`src/rtl/led_pattern_sequencer.sv`:
```
// Autonomous bus master: paces through a small pattern table and writes each
// 16-bit entry to the LED register pair as two byte writes over a REQ/GNT shared bus.
module led_pattern_sequencer #(
    parameter logic [7:0] BASE_ADDR = 8'hC0,
    parameter int         DEPTH     = 4,
    parameter int         PERIOD_W  = 16,
    localparam int        IDX_W     = (DEPTH > 1) ? $clog2(DEPTH) : 1
) (
    input  logic                CLK,
    input  logic                RESET,
    input  logic                EN,
    input  logic [PERIOD_W-1:0] PERIOD,
    input  logic                PAT_WR,
    input  logic [IDX_W-1:0]    PAT_IDX,
    input  logic [15:0]         PAT_DATA,
    output logic                BUS_REQ,
    input  logic                BUS_GNT,
    output logic [7:0]          BUS_ADDR,
    output logic [7:0]          BUS_DATA_OUT,
    output logic                BUS_WE,
    output logic [IDX_W-1:0]    STEP,
    output logic                BUSY
);

    typedef enum logic [2:0] {
        S_IDLE,
        S_REQ,
        S_WR_LO,
        S_WR_HI,
        S_DONE
    } state_t;

    state_t                state_q, state_d;
    logic [PERIOD_W-1:0]   timer_q, timer_d;
    logic [IDX_W-1:0]      step_q, step_d;
    logic [15:0]           snap_q, snap_d;
    logic                  req_q, req_d;
    logic                  we_q, we_d;
    logic [7:0]            addr_q, addr_d;
    logic [7:0]            data_q, data_d;
    logic [15:0]           table_q [DEPTH];
    logic [PERIOD_W-1:0]   period_m1;
    logic                  tick;

    genvar gi;
    generate
        for (gi = 0; gi < DEPTH; gi++) begin : g_table
            always_ff @(posedge CLK or negedge RESET) begin
                if (!RESET) begin
                    table_q[gi] <= 16'h0000;
                end else if (PAT_WR && (PAT_IDX == IDX_W'(gi))) begin
                    table_q[gi] <= PAT_DATA;
                end
            end
        end
    endgenerate

    // PERIOD of zero behaves like one: the first IDLE cycle already ticks.
    assign period_m1 = (PERIOD == '0) ? '0 : PERIOD - PERIOD_W'(1);
    assign tick      = (timer_q == period_m1);

    always_comb begin
        state_d = state_q;
        timer_d = '0;
        step_d  = step_q;
        snap_d  = snap_q;
        unique case (state_q)
            S_IDLE: begin
                if (EN) begin
                    if (tick) begin
                        state_d = S_REQ;
                    end else begin
                        timer_d = timer_q + PERIOD_W'(1);
                    end
                end
            end
            S_REQ: begin
                if (!EN) begin
                    state_d = S_IDLE;
                end else if (BUS_GNT) begin
                    snap_d  = table_q[step_q];
                    state_d = S_WR_LO;
                end
            end
            S_WR_LO: state_d = S_WR_HI;
            S_WR_HI: state_d = S_DONE;
            S_DONE: begin
                step_d  = step_q + IDX_W'(1);
                state_d = S_IDLE;
            end
            default: state_d = S_IDLE;
        endcase
    end

    // Request follows the next state; the write beats trail the state by one
    // cycle so data is driven only after the grant edge has been consumed.
    always_comb begin
        req_d  = (state_d != S_IDLE);
        we_d   = 1'b0;
        addr_d = 8'h00;
        data_d = 8'h00;
        if (state_q == S_WR_LO) begin
            we_d   = 1'b1;
            addr_d = BASE_ADDR;
            data_d = snap_q[7:0];
        end else if (state_q == S_WR_HI) begin
            we_d   = 1'b1;
            addr_d = BASE_ADDR + 8'd1;
            data_d = snap_q[15:8];
        end
    end

    always_ff @(posedge CLK or negedge RESET) begin
        if (!RESET) begin
            state_q <= S_IDLE;
            timer_q <= '0;
            step_q  <= '0;
            snap_q  <= 16'h0000;
            req_q   <= 1'b0;
            we_q    <= 1'b0;
            addr_q  <= 8'h00;
            data_q  <= 8'h00;
        end else begin
            state_q <= state_d;
            timer_q <= timer_d;
            step_q  <= step_d;
            snap_q  <= snap_d;
            req_q   <= req_d;
            we_q    <= we_d;
            addr_q  <= addr_d;
            data_q  <= data_d;
        end
    end

    assign BUS_REQ      = req_q;
    assign BUS_WE       = we_q;
    assign BUS_ADDR     = addr_q;
    assign BUS_DATA_OUT = data_q;
    assign STEP         = step_q;
    assign BUSY         = (state_q != S_IDLE);

endmodule

```
`config.mk`:
```
export PLATFORM = sky130hd
export DESIGN_NAME = led_pattern_sequencer
export DESIGN_NICKNAME = d
export VERILOG_FILES = /design/src/rtl/led_pattern_sequencer.sv
export SDC_FILE = /design/constraint.sdc
export NUM_CORES = 1
export LEC_CHECK = 0
export ABC_AREA = 1
export CAP_MARGIN = 15
export CORE_MARGIN = 2
export CORE_UTILIZATION = 45
export CTS_BUF_LIST = sky130_fd_sc_hd__clkbuf_4
export CTS_CLUSTER_DIAMETER = 120
export DETAILED_ROUTE_END_ITERATION = 8
export PLACE_DENSITY = 0.7
export SYNTH_ARGS = -nofsm -noshare
export SYNTH_HDL_FRONTEND = slang
export SYNTH_SLANG_ARGS = --single-unit
```
`constraint.sdc`:
```
create_clock -name CLK -period 5.3 [get_ports CLK]
set_clock_uncertainty 0.2 [all_clocks]
set_input_delay 0.53 -clock CLK [delete_from_list [all_inputs] [get_ports CLK]]
set_output_delay 0.53 -clock CLK [all_outputs]
set_load 0.01 [all_outputs]
```
# Word level (Yosys, flattened, before mapping)
# Index checks and enable logic that the tools add are counted.
totals:
  ff_bits: 119
  wordCells: 53
classes:
  n_addsub: 3
  n_lt_le_gt_ge: 1
  n_eq_ne: 8
  n_mux: 18
  bitwise_logic: 1
  reduce_logical: 10
ops:
  columns: ["op", "count"]
  rows:
  - ["$mux W16", 6]
  - ["$bmux W16 S2", 1]
  - ["$mux W8", 4]
  - ["$add A16 B1 Y16 const B", 1]
  - ["$eq A16 B16 Y1", 1]
  - ["$logic_not A16 Y1", 1]
  - ["$sub A16 B1 Y16 const B", 1]
  - ["$mux W3", 4]
  - ["$pmux W3 S4", 1]
  - ["$eq A3 B2 Y1 const B", 2]
  - ["$reduce_bool A3 Y1", 2]
  - ["$eq A2 B2 Y1 const B", 2]
  - ["$logic_and A1 B1 Y1", 4]
  - ["$eq A3 B1 Y1 const B", 1]
  - ["$eq A3 B3 Y1 const B", 1]
  - ["$ge A3 B3 Y1 const B", 1]
  - ["$logic_not A3 Y1", 1]
  - ["$not A2 Y3", 1]
  - ["$reduce_and A3 Y1", 1]
  - ["$add A2 B1 Y2 const B", 1]
  - ["$eq A2 B1 Y1 const B", 1]
  - ["$logic_not A2 Y1", 1]
  - ["$mux W1", 2]

# Logic depth before layout (Yosys ltp)
logic_depth:
  ltp_word: 7
  mapped_depth: 16
  ltp_nobuf: 15

# Worst setup path after synthesis
# Ideal clock, no wire load.
synth_timing:
  kind: "in2reg"
  start: "in PERIOD[0]"
  end: "reg timer_q[12]"
  setup_time_ns: 0.121
  t_arrival_ns: 2.139
  required_time_ns: 4.979
  slack_ns: 2.839
  cell_stages: 13
  path_buffers: 2
  path_cell_list: "inv_1 > ha_1 > nand2_2 > nor2_2 > nand2_2 > clkbuf_8 > nand3_1 > nand3_1 > nor2_1 > nand4_1 > o21ai_4 > buf_6 > nor2_1"
synth_via:
  elab_chain_cells: 6
  word_cells_on_any_way: 7
  cone_classes: "add/sub (1); eq/ne (1); mux (4); reduce/logical (1)"
synth_rtl:
  columns: ["element", "line_no", "rtl"]
  rows:
  - ["start, declared", "12", "input logic [PERIOD_W-1:0] PERIOD,"]
  - ["$sub A16 B1 Y16 or $logic_not A16 Y1 (tied branches)", "59", "assign period_m1 = (PERIOD == '0) ? '0 : PERIOD - PERIOD_W'(1);"]
  - ["$mux W16 (*)", "59", null]
  - ["$eq A16 B16 Y1 (*)", "60", "assign tick = (timer_q == period_m1);"]
  - ["$mux W16 (*)", "70", "if (tick) begin"]
  - ["$mux W16 (*)", "69", "if (EN) begin"]
  - ["$mux W16 (*)", "67", "unique case (state_q)"]
  - ["via timer_d[12]", "34", "logic [PERIOD_W-1:0] timer_q, timer_d;"]
  - ["end signal, assigned", "125", "timer_q <= timer_d;"]
  - ["end, declared", "34", null]
# The timed path passes the listed nets; every way through them passes the cells marked *.
# A chain may end at the register's enable or synchronous reset.

# Final worst setup path
layout_timing:
  start: "in PERIOD[0]"
  end: "reg timer_q[15]"
# Same word-level chain as after synthesis.

==> flow_summary.toml <==
[power]
power_per_cell_area_nw_per_um2 = 317
switchingPower_w = 0.000664
peakVddDrop_mv = 0.219
p_comb_share_pct = 25.8
leakage_nw = 2.90
swShare_pct = 33.7
p_int_w = 0.00130
p_clk_share_pct = 20.2
power_frac_seq_pct = 54.0

[sta]
grt_setup_unrepaired = "false"
worst_pin_slew_ps = 1140
drv_slew = 0
max_freq_mhz = 344
min_period_over_period_pct = 54.8
tns_ps = 0
layout_setup_ws_ps = 2400
setup_viol = 0
finalHoldViolCount = 0
maxSlewHeadroom_pct = 23.8
fin_crit_ps = 2900

[synthesis]
seq_area_frac_synth_pct = 50.9
syn_area_per_cell_um2 = 7.96
syn_area_um2 = 5510
yosysUniqueCellTypes = 29
yosys.area.top_type = "dfrtp_1"
synth_most_common_cell = "nand2_1"
synth_top_flop_cell = "dfrtp_1"
synth_edf_count = 0
synth_top_area_share_pct = 50.9
yosysWarnings = 0
synthTopCellsByArea = "dfrtp_1, nand2_1, o21ai_0, nor2_1, inv_1"
synth_commonest_cells = "nand2_1, o21ai_0, dfrtp_1"
async_flop_share_pct = 100
netlist_instances = 692
ys_ff_latch = 112

[route]
drt-pass1-iter-count = 5
drc = 0
wl_um = 11900
first_iter_violations = 333
postRouteAntennaNets = 0
vias = 4598
viasPerCell = 5.21
wl_per_cell_um = 13.5

[clock_network]
cts_max_level = 3
cts_made_buffers = 9
clk_path_buf_depth = 2
cts_resized = 0
insertion_delay_ps = 480
clockRootBuffer = "clkbuf_4"
clock_sinks = 112
clk_pin_slew_ps = 160
cts_tree = "done"
cts_setup_buffers = 0

[worst_setup_path]
critPathRequiredTime_ps = 5460
crit_fanout = 30
slowest_delay_ps = 440
crit_type = "in -> reg"
cp-start-kind = "primary input"
startpoint = "PERIOD[0]"
end_kind = "flip-flop"
worstPathCellList = "clkdlybuf4s50_1, inv_1, ha_1, nand2_2, nor2_2, nand2_2, nand3_1, nand3_1, nor2_1, nand4_1, o21ai_4, nor2_1"
crit_slowest_cell = "o21ai_4"
arrival_ps = 3070
rr_startpoint = "STEP[0]"

[floorplan]
rows = 40
die_h_um = 115
coreArea_um2 = 12000
die_w_um = 115
die_area_um2 = 13100
num_io_pins = 60
initial_core_util_pct = 46.0

[global_routing]
overflow = 0
grt_start_max_net_pins = 68
grt_pass1_vias = 4389
antenna_found_initial = 0
grt.total_usage_pct = 19.3
grt_pass1_wl_um = 20200

[place]
place_ws_ps = 1880
numPortBuffers = 54
hpwlAfterDp_um = 8220
gp_congestion = 0.881

[layout]
final_util_pct = 51.9
num_antenna_cells = 0
syn_to_final_growth_pct = 12.7
layout-drive-gt1-share_pct = 4.35
final_nets = 771

[hold_path]
min-delay-start = "table_q[41]"
hold_class = "reg -> reg"

[outcome]
run_status = "finished, final reports clean"

[job]
drv_cap = 0
power by group through the flow:
stage	Clock, W	Combinational (W)	Sequential, W
2_1_floorplan	0	0.000316	0.00107
3_3_place_gp	0	0.000496	0.00107
3_5_place_dp	0	0.000510	0.00108
4_1_cts	0.000407	0.000513	0.00106
5_1_grt	0.000438	0.000580	0.00108
6_report	0.000397	0.000509	0.00106
logic make-up (layout without fill, tap and decap cells):
group / count (synthesis) / count (layout) / share of synthesized area, %
AO/OA/AOI/OAI: 146 / 146 / 14.1
XOR/XNOR: 15 / 15 / 2.39
adder cells (fa/ha/maj): 2 / 2 / 0.454
buffers and inverters: 107 / 146 / 8.41
flip-flops: 112 / 112 / 50.9
other: 1 / 5 / 0.0681
AND/OR/NAND/NOR: 309 / 309 / 23.7
through the flow:
stage	hold WS [ps]	instances	area, µm²	total power [W]
2_1_floorplan	34.4	696	5520	0.00139
3_3_place_gp	260	865	6070	0.00157
3_5_place_dp	268	865	6070	0.00159
4_1_cts	306	882	6200	0.00198
5_1_grt	333	882	6200	0.00210
6_report	303	882	6200	0.00197
metal layers:
metal | global-route usage [%] | share of wire, % | vias to the layer above
met3 | 3.65 | 4.1 | 10
met4 | 5.37 | 1.1 | 0
li1 | - | - | 2311
met5 | 0 | 0 | -
met1 | 25.8 | 48 | 2179
met2 | 32.2 | 47 | 98
sequential cells by signal (all words and copies together), names as in the netlist:
register / flops
BUS_ADDR: 2
BUS_DATA_OUT: 8
BUS_REQ: 1
STEP: 2
snap_q: 16
state_q: 3
table_q: 64
timer_q: 16
timing repair:
item | CTS | global route
hold buffers | 1 | 0
endpoints found under the setup margin | 0 | 0
endpoints found under the hold margin | 66 | 0
worst max-delay path, delay by kind of cell:
family | cells | cell delay (ps)
adder cells (fa/ha/maj) | 1 | 300
AO/OA/AOI/OAI | 1 | 440
buffers and inverters | 2 | 550
AND/OR/NAND/NOR | 8 | 1250
layout make-up:
cell class              instances  area [µm²]
inverters                      73         274
clock buffers                  10        75.1
flip-flops and latches        112        2800
repair buffers                 57         563
multi-input cells             477        2250
clock inverters                 6        51.3
fillers                      1131        5760
well taps                     147         184
cells in the final DEF, fill, tap and decap left out, types with 2 or more instances in the layout:
master	instances
a21oi_1	3
buf_4	3
clkbuf_4	10
clkdlybuf4s50_1	53
clkinv_1	2
clkinvlp_4	2
conb_1	5
dfrtp_1	112
ha_1	2
inv_1	71
inv_8	2
nand2_1	159
nand2_2	2
nand3_1	38
nand4_1	13
nor2_1	77
nor2_2	6
nor2_4	2
nor3_1	8
o21ai_0	116
o21bai_1	2
o22ai_1	24
xor2_1	14
final timing paths:
kind,cells after the start,slack (ps),end
worst max register to register,6,2900,snap_q[8]
min in group asynchronous,2,460,timer_q[14]
worst min register to register,2,300,table_q[41]
worst min-delay path,2,300,table_q[41]
worst max-delay path,12,2400,timer_q[15]
max in group asynchronous,3,3320,timer_q[10]
(Power assumes the default switching activity.)
